File: config.mk
export PLATFORM = sky130hd
export DESIGN_NAME = axi_traffic_gen_flat
export DESIGN_NICKNAME = d
export VERILOG_FILES = /design/src/rtl/axi_traffic_gen_if.sv /design/src/rtl/axi_traffic_gen.sv /design/src/flat_wrapper.sv
export SDC_FILE = /design/constraint.sdc
export NUM_CORES = 1
export LEC_CHECK = 0
export BUFFER_PORTS_ARGS = -buffer_cell sky130_fd_sc_hd__buf_2
export CAP_MARGIN = 25
export CELL_PAD_IN_SITES_DETAIL_PLACEMENT = 2
export CELL_PAD_IN_SITES_GLOBAL_PLACEMENT = 2
export CORE_ASPECT_RATIO = 0.5
export CORE_MARGIN = 1
export CORE_UTILIZATION = 32
export DETAILED_ROUTE_END_ITERATION = 8
export PLACE_DENSITY = 0.9
export SLEW_MARGIN = 30
export SYNTH_ARGS = -nofsm -noshare
export SYNTH_HDL_FRONTEND = slang
export SYNTH_SLANG_ARGS = --single-unit
File: constraint.sdc
create_clock -name aclk -period 4 [get_ports aclk]
set_input_delay 1 -clock aclk [delete_from_list [all_inputs] [get_ports aclk]]
set_output_delay 1 -clock aclk [all_outputs]
set_load 0.02 [all_outputs]
File: src/rtl/axi_traffic_gen_if.sv
// axi_traffic_gen_if: AXI4 signal bundle between the traffic generator (master) and a slave
// Channels: AW/AR address+id+len+size+burst, W data/strb/last, B id response, R id/data/last.
interface axi_traffic_gen_if #(
  parameter int DATA_WIDTH = 8,
  parameter int ID_WIDTH = 5,
  parameter int ADDR_WIDTH = 16
);
  logic awvalid, awready;
  logic [ID_WIDTH-1:0] awid;
  logic [ADDR_WIDTH-1:0] awaddr;
  logic [7:0] awlen;
  logic [2:0] awsize;
  logic [1:0] awburst;
  logic wvalid, wready, wstrb, wlast;
  logic [DATA_WIDTH-1:0] wdata;
  logic bvalid, bready;
  logic [ID_WIDTH-1:0] bid;
  logic arvalid, arready;
  logic [ID_WIDTH-1:0] arid;
  logic [ADDR_WIDTH-1:0] araddr;
  logic [7:0] arlen;
  logic [2:0] arsize;
  logic [1:0] arburst;
  logic rvalid, rready, rlast;
  logic [ID_WIDTH-1:0] rid;
  logic [DATA_WIDTH-1:0] rdata;
  modport master (
    output awvalid, awid, awaddr, awlen, awsize, awburst,
    output wvalid, wdata, wstrb, wlast, bready,
    output arvalid, arid, araddr, arlen, arsize, arburst, rready,
    input  awready, wready, bvalid, bid, arready, rvalid, rid, rdata, rlast
  );
  modport slave (
    input  awvalid, awid, awaddr, awlen, awsize, awburst,
    input  wvalid, wdata, wstrb, wlast, bready,
    input  arvalid, arid, araddr, arlen, arsize, arburst, rready,
    output awready, wready, bvalid, bid, arready, rvalid, rid, rdata, rlast
  );
endinterface

File: src/rtl/axi_traffic_gen.sv
// axi_traffic_gen: issues txn_count INCR bursts (write or read) at base_addr + idx*addr_stride
// Inputs: aclk, aresetn (async, active-low), start pulse with rw/txn_count/burst_len/base_addr/addr_stride.
// Outputs: busy, done pulse, err_count (id/last mismatches), cycle_count (busy cycles); m = AXI master.
module axi_traffic_gen #(
  parameter int DATA_WIDTH = 8,
  parameter int ID_WIDTH = 5,
  parameter int ADDR_WIDTH = 16
) (
  input  logic aclk,
  input  logic aresetn,
  input  logic start,
  input  logic rw,
  input  logic [15:0] txn_count,
  input  logic [7:0] burst_len,
  input  logic [ADDR_WIDTH-1:0] base_addr,
  input  logic [ADDR_WIDTH-1:0] addr_stride,
  output logic busy,
  output logic done,
  output logic [15:0] err_count,
  output logic [31:0] cycle_count,
  axi_traffic_gen_if.master m
);
  typedef enum logic [2:0] {IDLE, AW, W, B, AR, R, FIN} state_t;
  state_t state_q;
  logic rw_q, awvalid_q, arvalid_q, wvalid_q, wlast_q, bready_q, rready_q, done_q;
  logic [15:0] cnt_q, idx_q, err_q;
  logic [7:0] len_q, beat_q;
  logic [ADDR_WIDTH-1:0] addr_q, stride_q;
  logic [ID_WIDTH-1:0] id_q;
  logic [DATA_WIDTH-1:0] wdata_q;
  logic [31:0] cyc_q;
  logic [15:0] idx_d;
  logic [7:0] beat_d;
  logic more_d, fin_hs_d, err_d;
  always_comb begin
    idx_d = idx_q + 16'd1;
    beat_d = beat_q + 8'd1;
    more_d = idx_d < cnt_q;
    // completion of a transaction: B handshake, or the final R beat regardless of RLAST
    fin_hs_d = (bready_q && m.bvalid) || (rready_q && m.rvalid && beat_q == len_q);
    err_d = (bready_q && m.bvalid && m.bid != id_q) ||
            (rready_q && m.rvalid && (m.rid != id_q || m.rlast != (beat_q == len_q)));
  end
  always_ff @(posedge aclk or negedge aresetn) begin
    if (!aresetn) begin
      state_q <= IDLE;
      {rw_q, awvalid_q, arvalid_q, wvalid_q, wlast_q, bready_q, rready_q, done_q} <= '0;
      {cnt_q, idx_q, err_q, len_q, beat_q, cyc_q} <= '0;
      addr_q <= '0;
      stride_q <= '0;
      id_q <= '0;
      wdata_q <= '0;
    end else begin
      done_q <= 1'b0;
      if (state_q != IDLE && cyc_q != '1) cyc_q <= cyc_q + 32'd1;
      if (err_d && err_q != '1) err_q <= err_q + 16'd1;
      case (state_q)
        IDLE: if (start) begin
          rw_q <= rw;
          cnt_q <= txn_count;
          len_q <= burst_len;
          addr_q <= base_addr;
          stride_q <= addr_stride;
          idx_q <= '0;
          id_q <= '0;
          err_q <= '0;
          cyc_q <= '0;
          awvalid_q <= !rw && txn_count != 16'd0;
          arvalid_q <= rw && txn_count != 16'd0;
          done_q <= txn_count == 16'd0;
          state_q <= txn_count == 16'd0 ? FIN : rw ? AR : AW;
        end
        AW: if (m.awready) begin
          awvalid_q <= 1'b0;
          wvalid_q <= 1'b1;
          wdata_q <= DATA_WIDTH'(addr_q[7:0]);
          wlast_q <= len_q == 8'd0;
          beat_q <= '0;
          state_q <= W;
        end
        W: if (m.wready) begin
          if (wlast_q) begin
            wvalid_q <= 1'b0;
            wlast_q <= 1'b0;
            bready_q <= 1'b1;
            state_q <= B;
          end else begin
            beat_q <= beat_d;
            wdata_q <= DATA_WIDTH'(addr_q[7:0] + beat_d);
            wlast_q <= beat_d == len_q;
          end
        end
        AR: if (m.arready) begin
          arvalid_q <= 1'b0;
          rready_q <= 1'b1;
          beat_q <= '0;
          state_q <= R;
        end
        R: if (m.rvalid && beat_q != len_q) beat_q <= beat_d;
        FIN: state_q <= IDLE;
        default: state_q <= IDLE;
      endcase
      if (fin_hs_d) begin
        bready_q <= 1'b0;
        rready_q <= 1'b0;
        idx_q <= idx_d;
        if (more_d) begin
          // stepping by stride is idx*stride with natural wrap at ADDR_WIDTH
          addr_q <= addr_q + stride_q;
          id_q <= idx_d[ID_WIDTH-1:0];
          awvalid_q <= !rw_q;
          arvalid_q <= rw_q;
          state_q <= rw_q ? AR : AW;
        end else begin
          done_q <= 1'b1;
          state_q <= FIN;
        end
      end
    end
  end
  assign busy = state_q != IDLE;
  assign done = done_q;
  assign err_count = err_q;
  assign cycle_count = cyc_q;
  assign m.awvalid = awvalid_q;
  assign m.awid = id_q;
  assign m.awaddr = addr_q;
  assign m.awlen = len_q;
  assign m.awsize = 3'd0;
  assign m.awburst = 2'b01;
  assign m.wvalid = wvalid_q;
  assign m.wdata = wdata_q;
  assign m.wstrb = wvalid_q;
  assign m.wlast = wlast_q;
  assign m.bready = bready_q;
  assign m.arvalid = arvalid_q;
  assign m.arid = id_q;
  assign m.araddr = addr_q;
  assign m.arlen = len_q;
  assign m.arsize = 3'd0;
  assign m.arburst = 2'b01;
  assign m.rready = rready_q;
endmodule
File: src/flat_wrapper.sv
// flat-port wrapper written by rule: the top's interface ports become plain ports
module axi_traffic_gen_flat 
#(
  parameter int DATA_WIDTH = 8,
  parameter int ID_WIDTH = 5,
  parameter int ADDR_WIDTH = 16
)
  (aclk, aresetn, start, rw, txn_count, burst_len, base_addr, addr_stride, busy, done, err_count, cycle_count, m_awvalid, m_awid, m_awaddr, m_awlen, m_awsize, m_awburst, m_wvalid, m_wdata, m_wstrb, m_wlast, m_bready, m_arvalid, m_arid, m_araddr, m_arlen, m_arsize, m_arburst, m_rready, m_awready, m_wready, m_bvalid, m_bid, m_arready, m_rvalid, m_rid, m_rdata, m_rlast);
  axi_traffic_gen_if #(.DATA_WIDTH(DATA_WIDTH), .ID_WIDTH(ID_WIDTH), .ADDR_WIDTH(ADDR_WIDTH)) m_i ();
  input  logic aclk;
  input  logic aresetn;
  input  logic start;
  input  logic rw;
  input  logic [15:0] txn_count;
  input  logic [7:0] burst_len;
  input  logic [ADDR_WIDTH-1:0] base_addr;
  input  logic [ADDR_WIDTH-1:0] addr_stride;
  output logic busy;
  output logic done;
  output logic [15:0] err_count;
  output logic [31:0] cycle_count;
  output wire logic [$bits(m_i.awvalid)-1:0] m_awvalid;
  output wire logic [$bits(m_i.awid)-1:0] m_awid;
  output wire logic [$bits(m_i.awaddr)-1:0] m_awaddr;
  output wire logic [$bits(m_i.awlen)-1:0] m_awlen;
  output wire logic [$bits(m_i.awsize)-1:0] m_awsize;
  output wire logic [$bits(m_i.awburst)-1:0] m_awburst;
  output wire logic [$bits(m_i.wvalid)-1:0] m_wvalid;
  output wire logic [$bits(m_i.wdata)-1:0] m_wdata;
  output wire logic [$bits(m_i.wstrb)-1:0] m_wstrb;
  output wire logic [$bits(m_i.wlast)-1:0] m_wlast;
  output wire logic [$bits(m_i.bready)-1:0] m_bready;
  output wire logic [$bits(m_i.arvalid)-1:0] m_arvalid;
  output wire logic [$bits(m_i.arid)-1:0] m_arid;
  output wire logic [$bits(m_i.araddr)-1:0] m_araddr;
  output wire logic [$bits(m_i.arlen)-1:0] m_arlen;
  output wire logic [$bits(m_i.arsize)-1:0] m_arsize;
  output wire logic [$bits(m_i.arburst)-1:0] m_arburst;
  output wire logic [$bits(m_i.rready)-1:0] m_rready;
  input wire logic [$bits(m_i.awready)-1:0] m_awready;
  input wire logic [$bits(m_i.wready)-1:0] m_wready;
  input wire logic [$bits(m_i.bvalid)-1:0] m_bvalid;
  input wire logic [$bits(m_i.bid)-1:0] m_bid;
  input wire logic [$bits(m_i.arready)-1:0] m_arready;
  input wire logic [$bits(m_i.rvalid)-1:0] m_rvalid;
  input wire logic [$bits(m_i.rid)-1:0] m_rid;
  input wire logic [$bits(m_i.rdata)-1:0] m_rdata;
  input wire logic [$bits(m_i.rlast)-1:0] m_rlast;
  assign m_awvalid = m_i.awvalid;
  assign m_awid = m_i.awid;
  assign m_awaddr = m_i.awaddr;
  assign m_awlen = m_i.awlen;
  assign m_awsize = m_i.awsize;
  assign m_awburst = m_i.awburst;
  assign m_wvalid = m_i.wvalid;
  assign m_wdata = m_i.wdata;
  assign m_wstrb = m_i.wstrb;
  assign m_wlast = m_i.wlast;
  assign m_bready = m_i.bready;
  assign m_arvalid = m_i.arvalid;
  assign m_arid = m_i.arid;
  assign m_araddr = m_i.araddr;
  assign m_arlen = m_i.arlen;
  assign m_arsize = m_i.arsize;
  assign m_arburst = m_i.arburst;
  assign m_rready = m_i.rready;
  assign m_i.awready = m_awready;
  assign m_i.wready = m_wready;
  assign m_i.bvalid = m_bvalid;
  assign m_i.bid = m_bid;
  assign m_i.arready = m_arready;
  assign m_i.rvalid = m_rvalid;
  assign m_i.rid = m_rid;
  assign m_i.rdata = m_rdata;
  assign m_i.rlast = m_rlast;
  axi_traffic_gen #(.DATA_WIDTH(DATA_WIDTH), .ID_WIDTH(ID_WIDTH), .ADDR_WIDTH(ADDR_WIDTH)) u_core (.aclk(aclk), .aresetn(aresetn), .start(start), .rw(rw), .txn_count(txn_count), .burst_len(burst_len), .base_addr(base_addr), .addr_stride(addr_stride), .busy(busy), .done(done), .err_count(err_count), .cycle_count(cycle_count), .m(m_i));
endmodule
; After elaboration in Yosys (flattened, before gate mapping)
; Cells that the tools add are included.
[word_totals]
ff_bits = 152
output_inout_bits = 133
[op_classes]
add_sub_neg = 6
order_cmp = 1
eq_ne = 24
mux = 67
reduce_logical = 38
[op_table]
columns = op, count
row1 = $mux W16, 10
row2 = $mux W32, 3
row3 = $mux W8, 8
row4 = $add A16 B1 Y16 const B, 2
row5 = $add A32 B1 Y32 const B, 1
row6 = $ne A32 B32 Y1 const B, 1
row7 = $pmux W8 S4, 1
row8 = $mux W3, 10
row9 = $mux W1, 25
row10 = $mux W5, 4
row11 = $add A16 B16 Y16, 1
row12 = $eq A8 B8 Y1, 2
row13 = $logic_not A16 Y1, 1
row14 = $lt A16 B16 Y1, 1
row15 = $ne A16 B16 Y1 const B, 1
row16 = $pmux W8 S2, 1
row17 = $reduce_bool A16 Y1, 1
row18 = $reduce_bool A2 Y1, 8
row19 = $pmux W3 S5, 1
row20 = $ne A3 B2 Y1 const B, 4
row21 = $reduce_and A6 Y1, 2
row22 = $logic_and A1 B1 Y1, 10
row23 = $ne A5 B5 Y1, 2
row24 = $add A8 B1 Y8 const B, 1
row25 = other kinds (19), 35

; Logic depth before layout (Yosys ltp)
[logic_depth]
depth_word = 9
mapped_depth = 15
ltp_nobuf = 14

; Least setup slack after synthesis
; No wires, ideal clock.
[synth_timing]
kind = register -> register
start = reg u_core.idx_q[2]
end = reg u_core.state_q[2]
setup_ns = 0.129
arrival_ns = 3.072
required_ns = 3.871
setup_slack_ns = 0.799
path_stages_with_launch = 16
path_buffers = 1
period_less_slack_ns = 3.201
cell_sequence = dfrtp_1 -> and3_1 -> and3_1 -> clkbuf_1 -> and3_1 -> and2_1 -> nand2_1 -> xnor2_1 -> ha_1 -> and2_1 -> a221oi_1 -> o211ai_1 -> a211oi_4 -> nand2b_1 -> a22oi_1 -> o21ai_0
[synth_via]
elab_chain_cells = 4
[synth_rtl]
columns = element, line_no
row1 = "start, declared", axi_traffic_gen.sv:26  ; logic [15:0] cnt_q, idx_q, err_q;
row2 = "start signal, assigned", axi_traffic_gen.sv:106  ; idx_q <= idx_d;
row3 = $add A16 B1 Y16, axi_traffic_gen.sv:36  ; idx_d = idx_q + 16'd1;
row4 = $lt A16 B16 Y1, axi_traffic_gen.sv:38  ; more_d = idx_d < cnt_q;
row5 = $mux W3, axi_traffic_gen.sv:107  ; if (more_d) begin
row6 = $mux W3, axi_traffic_gen.sv:103  ; if (fin_hs_d) begin
row7 = "end signal, assigned", axi_traffic_gen.sv:71  ; state_q <= txn_count == 16'd0 ? FIN : rw ? AR : AW;
row8 = "end signal, assigned", axi_traffic_gen.sv:113  ; state_q <= rw_q ? AR : AW;
row9 = "end, declared", axi_traffic_gen.sv:24  ; state_t state_q;
; Every way passes these cells.
; A chain may end at the register's enable or synchronous reset.

; Worst setup path after layout
[layout_timing]
start = reg u_core.idx_q[2]
end = reg u_core.id_q[4] (netlist: u_core.m.arid[4])
[layout_via]
elab_chain_cells = 4
[layout_rtl]
columns = element, line_no
row1 = $add A16 B1 Y16 *, axi_traffic_gen.sv:36
row2 = $lt A16 B16 Y1, axi_traffic_gen.sv:38
row3 = $mux W5 *, axi_traffic_gen.sv:107
row4 = $mux W5 *, axi_traffic_gen.sv:103
row5 = "end signal, assigned", axi_traffic_gen.sv:110  ; id_q <= idx_d[ID_WIDTH-1:0];
row6 = "end, declared", axi_traffic_gen.sv:29  ; logic [ID_WIDTH-1:0] id_q;
; Mark *: on every way between the ends. The rest lies on a longest branch, timed or not.

==> results.py <==
metrics = {
    "route": {
        "post-route-drc-count": 0,
        "viasPerCell": 5.29,
        "detail-route-antenna-nets": 0,
        "finalWirelength_um": 32300,
        "firstDrtPassIters": 4,
        "via_count": 8397,
        "drtIter0Drc": 406,
        "drt-wirelength-per-cell_um": 20.4,
    },
    "yosys": {
        "synth-compound-area-share_pct": 13.1,
        "ys_types": 64,
        "synthArstFlopShare_pct": 100,
        "synth_adder_area_share_pct": 6.01,
        "synthCells": 1041,
        "yosysSeqAreaShare_pct": 41.3,
        "synth-seq-cells": 152,
        "synth_top_family_by_area": "simple AND/OR/NAND/NOR gates",
        "synthTopCellsByArea": "dfrtp_1 41%, nand2_1 6.9%, ha_1 5.6%",
        "syn_avg_cell_area_um2": 8.84,
        "synth_warnings": 0,
        "synth.most_common_cell": "nand2_1",
        "syn_area_um2": 9200,
        "synth_area_leader_cell": "dfrtp_1",
        "synthXorXnorAreaFrac_pct": 8.95,
        "synth_top_area_share_pct": 41.3,
        "synth.area.mux_share_pct": 2.69,
        "yosys-top-cells-count": "170 x nand2_1, 152 x dfrtp_1, 82 x nor2_1",
        "yosys.area_share.simple_pct": 21.1,
        "synth_edf_count": 0,
        "synthFlopType": "dfrtp_1",
    },
    "cts": {
        "insertion_delay_ns": 0.43,
        "clkTransAtPathRegs_ns": 0.07,
        "cts_tree": "done",
        "cts.sinks": 152,
        "clock_path_buffers": 2,
        "htreeDepth": 4,
        "cts-buffers-inserted": 17,
        "clockRootBuffer": "clkbuf_16",
    },
    "worst_setup_path": {
        "start_kind": "flip-flop",
        "r2r_cells": 13,
        "critical_path_arrival_ns": 4.06,
        "ff2ff_setup_slack_ns": 0.25,
        "reg2reg_to": "u_core.m.arid[4]$_DFF_PN0_",
        "crit_type": "flip-flop to flip-flop",
        "cp-end-kind": "flip-flop",
        "path_max_fanout": 9,
        "crit_required_ns": 4.31,
        "r2r_start": "u_core.idx_q[2]$_DFFE_PN0P_",
    },
    "sta": {
        "rsz0062_at_grt": "false",
        "slew-limit-headroom_pct": 45.1,
        "period_needed_ns": 3.75,
        "fin_crit_sh_pct": 93.7,
        "hold_viol_final": 0,
        "finalSetupTns_ns": 0,
        "fmax_mhz": 267,
        "slew_viol_final": 0,
        "finalSetupViolCount": 0,
        "skew_ns": 0.00880,
        "worstMarginPinSlew_ns": 0.821,
    },
    "min_path": {
        "hold_path_depth": 2,
        "min_path_type": "flip-flop to flip-flop",
        "whs_endpoint": "u_core.stride_q[10]$_DFFE_PN0P_",
        "min_from": "u_core.stride_q[10]$_DFFE_PN0P_",
    },
    "power": {
        "power.internal_mw": 4.33,
        "switching_share_pct": 46.5,
        "p_seq_share_pct": 31.0,
        "clockPowerShare_pct": 19.7,
        "power.leakage_nw": 5.34,
        "power_density_nw_per_um2": 742,
        "p_comb_share_pct": 49.2,
        "irDropWorstVdd_mv": 0.385,
        "switchingPower_mw": 3.76,
    },
    "global_routing": {
        "grt_pass1_wl_um": 51400,
        "grt_pass1_vias": 9423,
        "grtUsageMet3_pct": 3.79,
        "grt_max_degree": 74,
        "antenna_found_initial": 0,
        "met1_usage_pct": 25.5,
        "grt_overflow": 0,
        "grt_use_total_pct": 22.0,
        "met2_usage_pct": 40.7,
        "grt-busiest-layer": "met2",
    },
    "die": {
        "core-area_um2": 28000,
        "die_x_um": 242,
        "die_area_um2": 29500,
        "rows": 43,
        "die_h_um": 122,
        "start_util_pct": 32.9,
        "boundaryPins": 217,
    },
    "cells_and_area": {
        "stdcell_count": 1587,
        "final_nets": 1323,
        "post-route-util_pct": 39.0,
        "n_antenna_cell": 0,
        "area_delta_synth_final_pct": 18.5,
        "drive_above_1_share_pct": 21.2,
    },
    "placement": {
        "gp_congestion": 0.833,
        "port_buffers": 198,
        "placedCellCount": 1559,
        "hpwlAfterDp_um": 23300,
    },
    "status": {
        "status": "finished clean",
    },
    "job": {
        "max_cap_viol_count": 0,
    },
}
-- registers in the layout, summed over array words and instances, names as in the netlist --
register,cells
u_core.state_q,3
u_core.cnt_q,16
u_core.cycle_count,32
u_core.m.wstrb,1
u_core.m.arid,5
u_core.m.rready,1
u_core.err_count,16
u_core.rw_q,1
u_core.m.arvalid,1
u_core.stride_q,16
u_core.beat_q,8
u_core.done,1
u_core.m.araddr,16
u_core.m.wlast,1
u_core.m.awvalid,1
u_core.m.arlen,8
u_core.idx_q,16
u_core.m.wdata,8
u_core.m.bready,1
-- metrics by stage --
stage	cell area [um2]	hold slack, ns	power [mW]	setup WS, ns
after global routing	10900	0.520	8.61	0.000802
after detailed placement	10300	0.477	6.44	0.292
final	10900	0.495	8.09	0.253
after floorplan	9230	0.437	5.25	0.799
after global placement	10300	0.458	6.13	0.455
after CTS	10900	0.493	8.16	0.236
-- layout by cell type (no fill, tap or decap), types with 9 or more instances in the layout --
master     Yosys  final
buf_2          3    197
nand2_1      170    169
dfrtp_1      152    152
nor2_1        82     82
o21ai_0       78     78
xnor2_1       49     49
xor2_1        45     45
nand3_1       45     45
a21oi_1       45     45
ha_1          41     41
inv_1         37     37
and3_1        21     21
nand4_1       21     21
mux2i_1       18     18
clkbuf_16      0     17
or3_1         13     13
a31oi_1       12     12
and2_1        12     11
nor4_1        10     10
conb_1         2     10
a21o_1         9      9
a211oi_1       9      9
nor3_1        10      9
o211ai_1       9      9
-- area by class of cell --
type                    count  area, um2
fillers                  3115      17100
clock inverters             3       40.0
multi-input cells         779       4820
clock buffers              25        515
well taps                 382        478
flip-flops and latches    152       3800
inverters                  37        139
repair buffers            209       1110
-- power groups by stage --
stage	sequential (mW)	clock [mW]	combinational, mW
2_1_floorplan	2.60	0	2.65
3_3_place_gp	2.48	0	3.65
3_5_place_dp	2.53	0	3.92
4_1_cts	2.51	1.63	4.02
5_1_grt	2.58	1.67	4.36
6_report	2.51	1.60	3.98
-- how the worst max path moves through the flow --
stage / cells after the start / slack (ns) / startpoint / to
CTS: 14 / 0.24 / u_core.idx_q[2]$_DFFE_PN0P_ / u_core.m.araddr[8]$_DFF_PN0_
detailed placement: 14 / 0.29 / u_core.idx_q[2]$_DFFE_PN0P_ / u_core.m.araddr[8]$_DFF_PN0_
global placement: 14 / 0.45 / u_core.idx_q[2]$_DFFE_PN0P_ / u_core.m.araddr[3]$_DFF_PN0_
global route: 14 / 0.0008 / u_core.idx_q[2]$_DFFE_PN0P_ / u_core.state_q[2]$_DFFE_PN0P_
floorplan: 15 / 0.80 / u_core.idx_q[2]$_DFFE_PN0P_ / u_core.state_q[2]$_DFFE_PN0P_
finish: 13 / 0.25 / u_core.idx_q[2]$_DFFE_PN0P_ / u_core.m.arid[4]$_DFF_PN0_
-- critical path: stages, from the launching register on --
cell	delay, ns
dfrtp_1	0.46
and3_1	0.20
and3_1	0.29
and3_1	0.22
and2_1	0.23
nand2_1	0.12
xnor2_1	0.18
ha_1	0.27
and2_1	0.17
a221oi_1	0.26
o211ai_1	0.20
a211oi_4	0.42
buf_4	0.28
mux2i_1	0.33
-- cell families after synthesis --
family	after synthesis
DFF	152
other	2
xor gates and xnor gates	94
muxes	24
buffers and inverters	118
AOI/OAI and AO/OA	195
and+or+nand+nor	413
adders and majority gates	43
-- timing repair --
action,in CTS,in global routing
setup buffers,0,0
hold buffers,0,0
resized for setup,0,1
setup endpoints to repair,0,3
-- layer usage --
metal	wire (um)	vias to the layer above
li1	-	3864
met1	13600	4303
met2	16900	157
met3	855	73
met4	1010	0
met5	0	-
Note: power is estimated with default switching activity, not from simulation.
